--- src/rtl/shaper_filter_2018.sv ---
// Runtime-configurable pulse shaper (bypass / boxcar / trapezoid with pole-zero term)
// with a threshold peak detector and a flush/settle sequence after each accepted config.
module shaper_filter_2018 #(
    parameter int unsigned ADC_W      = 12,
    parameter int unsigned OUT_W      = 24,
    parameter int unsigned DEPTH_LOG2 = 5,
    parameter int unsigned M_W        = 10,
    parameter int unsigned SHIFT      = 0
) (
    input  logic                  clk,
    input  logic                  reset,
    input  logic [ADC_W-1:0]      input_data,
    input  logic                  cfg_load,
    input  logic [1:0]            cfg_mode,
    input  logic [DEPTH_LOG2-1:0] cfg_k,
    input  logic [DEPTH_LOG2-1:0] cfg_l,
    input  logic [M_W-1:0]        cfg_m,
    input  logic [OUT_W-1:0]      threshold,
    output logic [OUT_W-1:0]      output_data,
    output logic                  busy,
    output logic                  cfg_err,
    output logic                  peak_valid,
    output logic [OUT_W-1:0]      peak_value
);

    localparam int unsigned DEPTH = 2 ** DEPTH_LOG2;
    localparam int unsigned ACC_W = ADC_W + 2 * DEPTH_LOG2 + M_W + 2;
    localparam int unsigned CNT_W = DEPTH_LOG2 + 2;
    localparam logic [DEPTH_LOG2:0] KL_MAX = (DEPTH_LOG2 + 1)'(DEPTH - 1);
    localparam logic signed [ACC_W-1:0] SAT_HI =
        signed'({{(ACC_W - OUT_W + 1){1'b0}}, {(OUT_W - 1){1'b1}}});
    localparam logic signed [ACC_W-1:0] SAT_LO =
        signed'({{(ACC_W - OUT_W + 1){1'b1}}, {(OUT_W - 1){1'b0}}});

    typedef enum logic [1:0] {
        MODE_BYPASS = 2'd0,
        MODE_BOXCAR = 2'd1,
        MODE_TRAP   = 2'd2,
        MODE_RSVD   = 2'd3
    } mode_t;

    typedef enum logic [1:0] {
        PK_IDLE,
        PK_ARMED,
        PK_EMIT
    } pk_state_t;

    mode_t                  mode_q;
    logic [DEPTH_LOG2-1:0]  k_q, l_q, kl_idx;
    logic [M_W-1:0]         m_q;
    logic [DEPTH_LOG2:0]    cfg_kl_sum;
    logic                   cfg_ok, accept;
    logic [CNT_W-1:0]       settle_cnt;

    logic [ADC_W-1:0]        hist [DEPTH];
    logic signed [ACC_W-1:0] x0_s, xk_s, xl_s, xkl_s, m_ext, y_sh;
    logic signed [ACC_W-1:0] d_q, p_q, d2_q, r_q, y4_q;
    logic [OUT_W-1:0]        out_q;

    pk_state_t               pk_state, pk_next;
    logic signed [OUT_W-1:0] y_s, thr_s, max_q;

    always_comb begin
        cfg_kl_sum = {1'b0, cfg_k} + {1'b0, cfg_l};
        cfg_ok     = (mode_t'(cfg_mode) != MODE_RSVD) && (cfg_k != '0) &&
                     (cfg_l >= cfg_k) && (cfg_kl_sum <= KL_MAX);
        accept     = cfg_load && cfg_ok;
    end

    always_ff @(posedge clk) begin
        if (!reset) begin
            mode_q     <= MODE_BYPASS;
            k_q        <= DEPTH_LOG2'(1);
            l_q        <= DEPTH_LOG2'(2);
            m_q        <= '0;
            cfg_err    <= 1'b0;
            busy       <= 1'b0;
            settle_cnt <= '0;
        end else begin
            if (cfg_load) begin
                if (cfg_ok) begin
                    mode_q  <= mode_t'(cfg_mode);
                    k_q     <= cfg_k;
                    l_q     <= cfg_l;
                    m_q     <= cfg_m;
                    cfg_err <= 1'b0;
                end else begin
                    cfg_err <= 1'b1;
                end
            end
            // Count holds the remaining busy cycles after the current one.
            if (accept) begin
                busy       <= 1'b1;
                settle_cnt <= CNT_W'(cfg_k) + CNT_W'(cfg_l) + CNT_W'(4);
            end else if (busy) begin
                if (settle_cnt == '0) busy <= 1'b0;
                else                  settle_cnt <= settle_cnt - CNT_W'(1);
            end
        end
    end

    always_comb begin
        kl_idx = k_q + l_q;
        x0_s   = signed'(ACC_W'(hist[0]));
        xk_s   = signed'(ACC_W'(hist[k_q]));
        xl_s   = signed'(ACC_W'(hist[l_q]));
        xkl_s  = signed'(ACC_W'(hist[kl_idx]));
        m_ext  = signed'(ACC_W'(m_q));
        y_sh   = y4_q >>> SHIFT;
    end

    always_ff @(posedge clk) begin
        if (!reset || accept) begin
            for (int unsigned i = 0; i < DEPTH; i++) hist[i] <= '0;
            d_q   <= '0;
            p_q   <= '0;
            d2_q  <= '0;
            r_q   <= '0;
            y4_q  <= '0;
            out_q <= '0;
        end else begin
            hist[0] <= input_data;
            for (int unsigned i = 1; i < DEPTH; i++) hist[i] <= hist[i-1];
            d_q  <= (mode_q == MODE_TRAP) ? (x0_s - xk_s - xl_s + xkl_s) : (x0_s - xk_s);
            p_q  <= p_q + d_q;
            d2_q <= d_q;
            r_q  <= (mode_q == MODE_TRAP) ? (p_q + m_ext * d2_q) : p_q;
            // Shaped modes take the corrected sum r, so m=0 yields the plain trapezoid.
            y4_q <= (mode_q == MODE_BYPASS) ? signed'(ACC_W'(hist[3])) : r_q;
            if (y_sh > SAT_HI)      out_q <= SAT_HI[OUT_W-1:0];
            else if (y_sh < SAT_LO) out_q <= SAT_LO[OUT_W-1:0];
            else                    out_q <= y_sh[OUT_W-1:0];
        end
    end

    always_comb begin
        output_data = busy ? '0 : out_q;
    end

    always_comb begin
        y_s     = signed'(output_data);
        thr_s   = signed'(threshold);
        pk_next = pk_state;
        case (pk_state)
            PK_IDLE:  if (y_s > thr_s)  pk_next = PK_ARMED;
            PK_ARMED: if (y_s <= thr_s) pk_next = PK_EMIT;
            default:  pk_next = PK_IDLE;
        endcase
        if (busy || accept) pk_next = PK_IDLE;
        peak_valid = (pk_state == PK_EMIT);
    end

    always_ff @(posedge clk) begin
        if (!reset) pk_state <= PK_IDLE;
        else        pk_state <= pk_next;
    end

    always_ff @(posedge clk) begin
        if (!reset) begin
            max_q      <= '0;
            peak_value <= '0;
        end else begin
            if (pk_state == PK_IDLE && pk_next == PK_ARMED)
                max_q <= y_s;
            else if (pk_state == PK_ARMED && pk_next == PK_ARMED && y_s > max_q)
                max_q <= y_s;
            if (pk_state == PK_ARMED && pk_next == PK_EMIT)
                peak_value <= max_q;
        end
    end

endmodule

--- config.mk ---
export PLATFORM = sky130hd
export DESIGN_NAME = shaper_filter_2018
export DESIGN_NICKNAME = d
export VERILOG_FILES = /design/src/rtl/shaper_filter_2018.sv
export SDC_FILE = /design/constraint.sdc
export NUM_CORES = 2
export LEC_CHECK = 0
export CORE_UTILIZATION = 32
export CTS_BUF_LIST = sky130_fd_sc_hd__clkbuf_8
export CTS_CLUSTER_DIAMETER = 40
export CTS_CLUSTER_SIZE = 20
export DETAILED_ROUTE_END_ITERATION = 7
export GPL_TIMING_DRIVEN = 0
export SLEW_MARGIN = 40
export SYNTH_ARGS = -nofsm -noshare
export SYNTH_HDL_FRONTEND = slang
export SYNTH_SLANG_ARGS = --single-unit
--- constraint.sdc ---
create_clock -name clk -period 11.25 [get_ports clk]
set_input_delay 2.25 -clock clk [delete_from_list [all_inputs] [get_ports clk]]
set_output_delay 2.25 -clock clk [all_outputs]
set_load 0.01 [all_outputs]
-- After elaboration in Yosys (flattened, before gate mapping)
Memories as Yosys holds them, arrays and structs flattened. A register that Yosys moved wholly into a read port is not among the register bits.
Cells that the tools add are included.
- input bits: 61
- bits in registers: 275
- memories: 1
- output and inout port bits: 51
- bits in writable memories: 384
- memories (name ; words ; width ; read ports ; clocked after memory_dff ; wr ports ; RTL line ; source):
    hist ; 32 ; 12 ; 34 ; 2 ; 32 ; 55 ; logic [ADC_W-1:0] hist [DEPTH];
- eq/ne operators: 7
- $add $sub $neg: 10
- reduce and logical (&&, ||, !) cells: 21
- bitwise logic cells: 32
- magnitude comparators: 7
- $mul: 1
- mux-type cells: 58
- operator list (operator ; count):
    $mux W12 ; 33
    $mux W24 ; 4
    $add A34 B34 Y34 ; 2
    $mux W34 ; 2
    $gt A24 B24 Y1 ; 2
    $add A34 B13 Y34 ; 1
    $gt A34 B24 Y1 const B ; 1
    $lt A34 B24 Y1 const B ; 1
    $mul A11 B34 Y34 ; 1
    $sub A34 B13 Y34 ; 1
    $or A1 B1 Y1 ; 32
    $le A24 B24 Y1 ; 1
    $mux W23 ; 1
    $mux W7 ; 3
    $mux W5 ; 4
    $sub A12 B12 Y13 ; 1
    $add A5 B5 Y6 ; 2
    $logic_and A1 B1 Y1 ; 8
    $add A6 B3 Y7 const B ; 1
    $logic_not A7 Y1 ; 1
    $mux W1 ; 7
    $sub A7 B1 Y7 const B ; 1
    $eq A2 B2 Y1 const B ; 3
    $le A6 B5 Y1 const B ; 1
    13 further kinds ; 22

-- Logic depth before layout (Yosys ltp)
- word-level depth: 12
- depth in mapped cells: 26
- mapped depth without buffers: 24

-- Least setup slack after synthesis
No wires, ideal clock.
- path kind: flip-flop to flip-flop
- from: register (tool-made name)
- to: register d_q[12]
- cell stages (with the launch flop): 26
- buffers on the path: 3
- arrival time: 6241 ps
- library setup time: 70 ps
- slack: 4939 ps
- period minus slack after synthesis: 6311 ps
- cell sequence: dfxtp_1 -> clkbuf_1 -> clkbuf_1 -> buf_1 -> mux4_2 -> mux4_2 -> mux2i_1 -> ha_1 -> nor2b_1 -> o21ai_0 -> a21boi_0 -> o211ai_1 -> a21oi_1 -> nor3_1 -> xor2_1 -> fa_1 -> inv_1 -> ha_1 -> a21o_1 -> a31oi_1 -> nor2b_1 -> o21ai_0 -> nand2b_1 -> fa_1 -> nand2_1 -> a21oi_1
- RTL lines (what ; RTL line ; source):
    end signal: assignment ; 124 ; d_q <= (mode_q == MODE_TRAP) ? (x0_s - xk_s - xl_s + xkl_s) : (x0_s - xk_s);
    end: declaration ; 57 ; logic signed [ACC_W-1:0] d_q, p_q, d2_q, r_q, y4_q;

==> results.md <==
* Final Cell Area at between 40,000 and 50,000 um^2
* NumNets Final at 4,694
* Clock network fraction of total power at 0.337
* F_max at approximately 0.14 GHz
* Placer Congestion at roughly 1.0
* Inst Count DP at 5,830
* Final min period at 7.28 ns
* R2r worst-path depth at 25
* Core Util, Final at 0.365
* CTS buffer count at 78
* Post-synth EDFFs at 0
* Global route overflow at 0
* Syn Inst Count at ~4k
* Via-to-Cell Ratio at around 5.4
* Pwr dens at 130 nW/um^2
* GRT Resource Usage Total at 0.212
* Critical Path AT at 7.95 ns
* Power Total at about 0.006 W
* Num Clock Sinks at 651
* Most used DFF post-synth: dfxtp_1
* Post-route ant nets at 0
* WHS Path Cells at 2
* LEAKAGE at 21.1 nW
* DP Wirelength at 113 mm
* Hold_buf cts at 0
* Seq pwr share at 0.405
* Number of synthesized register bits at 651
* Ports at 112
* Die height at 364 um
* Mean Syn Cell Area at 10.6 um^2
* Actual slew at the worst max-slew pin at 0.951 ns
* Endpoint, Worst Hold: y4_q[0]$_SDFF_PP0_
* Share of layout cells above drive strength 1 at 0.138
* Crit end category: register
* Final non-filler cell total at approximately 6.0k
* Port bufs at 111
* RSZ-0062 raised after global routing: no
* Routed wire per std cell at 23.7 um
* Starting DRT DRC Count at 3,787
* First-pass GRT wire length at 208 mm
* Yosys Warn Count at 0
* Status: complete, no violations
* Max Root-Sink Buffers at 3
* CP Max Fanout at 10
* WL final at roughly 140 mm
* Reg2Reg Setup Slack at 3.97 ns
* Sequential area share after synthesis at 0.310
* Min-Delay Startpoint: r_q[0]$_SDFF_PP0_
* FF-to-FF End: d_q[12]$_SDFF_PP0_
* Final clock skew at 0.0552 ns
* Int Pwr at 0.00409 W
* Die Width at 364 um
* Final hold vios at 0
* Worst-skew pair later-pin latency at 0.75 ns
* Fill count at 13.0k
* Via count at 32.2k
* Sw Ratio at 0.338
* Fin. max-slew vios at 0
* Worst IR Drop VDD at approximately 73 uV
* CTS H-tree lvls at 3
* WS Path Type: register to register
* Area growth, synth to finish at 12.8%
* Row count at 132
* Postcts setup bufs at 0
* Pin count of the biggest net entering global routing at 18
* Resize count post-CTS at 0
* Antenna violations before repair at 9
* TNS Setup at 0 ns
* Post-Syn Area at about 42,000 um^2
* # setup viols final at 0
* Logic pwr share at 0.258
* Synth cell types at 68
* Placed cell areas at 45,300 um^2
* P_sw at 0.00209 W
* Min-delay worst type: register to register
* Final worst path period share at 0.647
* Initial core utilization at 0.323
* CP required at 11.92 ns
* Core area at between 100,000 and 150,000 um^2
* Max-slew headroom at 0.366
* Max Cap Viol at 0
* DIE AREA at between 100,000 and 150,000 um^2
* Router iterations before antenna repair at 5
* Number of global-route vias before repair at 31.8k
* Post-synth ARST share at 0
* Clock Tree Root: clkbuf_8
* # DRC at 0
* Mapped Nets at approximately 4.5k
* Worst-path clk slew at 0.10 ns
* CTS tree: yes
* CP Launch Type: register
## how the worst max path moves through the flow
stage / startpoint / end / cells after the start
floorplan: register / d_q[12]$_SDFF_PP0_ / 25
global placement: register / d_q[12]$_SDFF_PP0_ / 25
detailed placement: register / d_q[28]$_SDFF_PP0_ / 25
CTS: register / d_q[12]$_SDFF_PP0_ / 25
global route: register / d_q[12]$_SDFF_PP0_ / 25
finish: register / d_q[12]$_SDFF_PP0_ / 25
## per-layer routing
| metal | global-route usage | up-vias | wire [um] |
|---|---|---|---|
| met4 | 0.0704 | 8 | 5060 |
| met2 | 0.316 | 1698 | 60900 |
| li1 | - | 14200 | - |
| met5 | 0 | - | 48 |
| met1 | 0.288 | 16000 | 59200 |
| met3 | 0.0692 | 241 | 16500 |
## power by group through the flow
stage | combinational (W) | clock, W | sequential, W
floorplan | 0.00114 | 0 | 0.00251
global placement | 0.00156 | 0 | 0.00255
detailed placement | 0.00157 | 0 | 0.00255
CTS | 0.00158 | 0.00211 | 0.00250
global route | 0.00177 | 0.00221 | 0.00251
finish | 0.00159 | 0.00208 | 0.00250
## cells in the mapped netlist (10+ instances only)
library cell / n / area share
dfxtp_1: 651 / 0.31
inv_1: 453 / 0.040
and3_1: 445 / 0.066
mux4_2: 360 / 0.19
nand2_1: 312 / 0.028
fa_1: 262 / 0.12
clkbuf_1: 251 / 0.022
ha_1: 203 / 0.060
nor2_1: 195 / 0.017
a21oi_1: 135 / 0.016
and2_1: 88 / 0.013
o21ai_0: 87 / 0.010
mux2i_1: 64 / 0.015
xnor2_1: 53 / 0.011
nand3_1: 46 / 0.0055
xor2_1: 43 / 0.0090
a21o_1: 42 / 0.0075
buf_1: 28 / 0.0025
a211oi_1: 23 / 0.0041
and2b_1: 20 / 0.0036
mux2_2: 16 / 0.0043
nor2b_1: 16 / 0.0024
nor3_1: 16 / 0.0019
nand4_1: 15 / 0.0022
o21a_1: 15 / 0.0027
a31oi_1: 13 / 0.0019
nand2b_1: 12 / 0.0018
or3_1: 12 / 0.0018
o21bai_1: 10 / 0.0018
## worst max-delay path: stages (launching register included)
cell and delay, ns:
dfxtp_1 0.32, clkbuf_1 0.28, clkbuf_2 0.45, clkbuf_1 0.68, mux4_2 0.50, mux4_2 0.53
mux2i_1 0.29, ha_1 0.29, nor2b_1 0.13, o21ai_0 0.19, a21boi_0 0.16, o211ai_1 0.25
a21oi_1 0.13, nor3_1 0.23, xor2_1 0.39, fa_1 0.48, inv_1 0.07, ha_1 0.26
a21o_1 0.19, a31oi_1 0.26, nor2b_1 0.11, o21ai_0 0.16, nand2b_1 0.10, fa_1 0.54
nand2_1 0.06, a21oi_1 0.17
## cells in the final DEF (no fill, tap or decap), types with 16 or more instances in the layout
cell type / netlist / layout
clkdlybuf4s50_1: 0 / 111
xor2_1: 43 / 43
and2_1: 88 / 88
and2b_1: 20 / 20
mux2_2: 16 / 16
clkbuf_1: 251 / 220
o21ai_0: 87 / 86
a21o_1: 42 / 42
clkbuf_8: 0 / 85
nor2_1: 195 / 195
and3_1: 445 / 445
nor3_1: 16 / 16
inv_1: 453 / 458
a21oi_1: 135 / 135
mux2i_1: 64 / 64
xnor2_1: 53 / 51
nand2_1: 312 / 312
ha_1: 203 / 203
a211oi_1: 23 / 23
nand3_1: 46 / 46
dfxtp_1: 651 / 651
mux4_2: 360 / 360
fa_1: 262 / 262
clkbuf_2: 0 / 33
buf_2: 1 / 17
## cell families after synthesis
logic type                 share of synthesized area
DFF                                            0.310
muxes                                          0.213
buffers and inverters                         0.0661
AOI/OAI and AO/OA                             0.0577
adders and majority gates                      0.185
and+or+nand+nor                                0.148
xor gates and xnor gates                      0.0200
## stage by stage
step	worst slack, ns	hold WS, ns
floorplan	4.94	0.416
global placement	3.39	0.435
detailed placement	3.86	0.431
CTS	3.85	0.448
global route	3.52	0.465
finish	3.97	0.446
## flip-flops by register name, indices dropped and copies added (netlist names), 25 cells and up, named ones only
signal,flops
p_q,34
d_q,25
d2_q,25
r_q,34
y4_q,34
hist,384
## cell type report
cell class	instances	area (um^2)	share of cell area
antenna	3	7.51	0.000159
buffer	282	1140	0.0240
clock buffer	85	1170	0.0247
clock inverter	61	812	0.0172
inverter	453	1700	0.0359
multi-input combinational	2591	26200	0.553
sequential	651	13000	0.275
tap	1742	2180	0.0460
timing repair buffer	111	1110	0.0235
No activity file was read; power rests on OpenSTA's default activity.
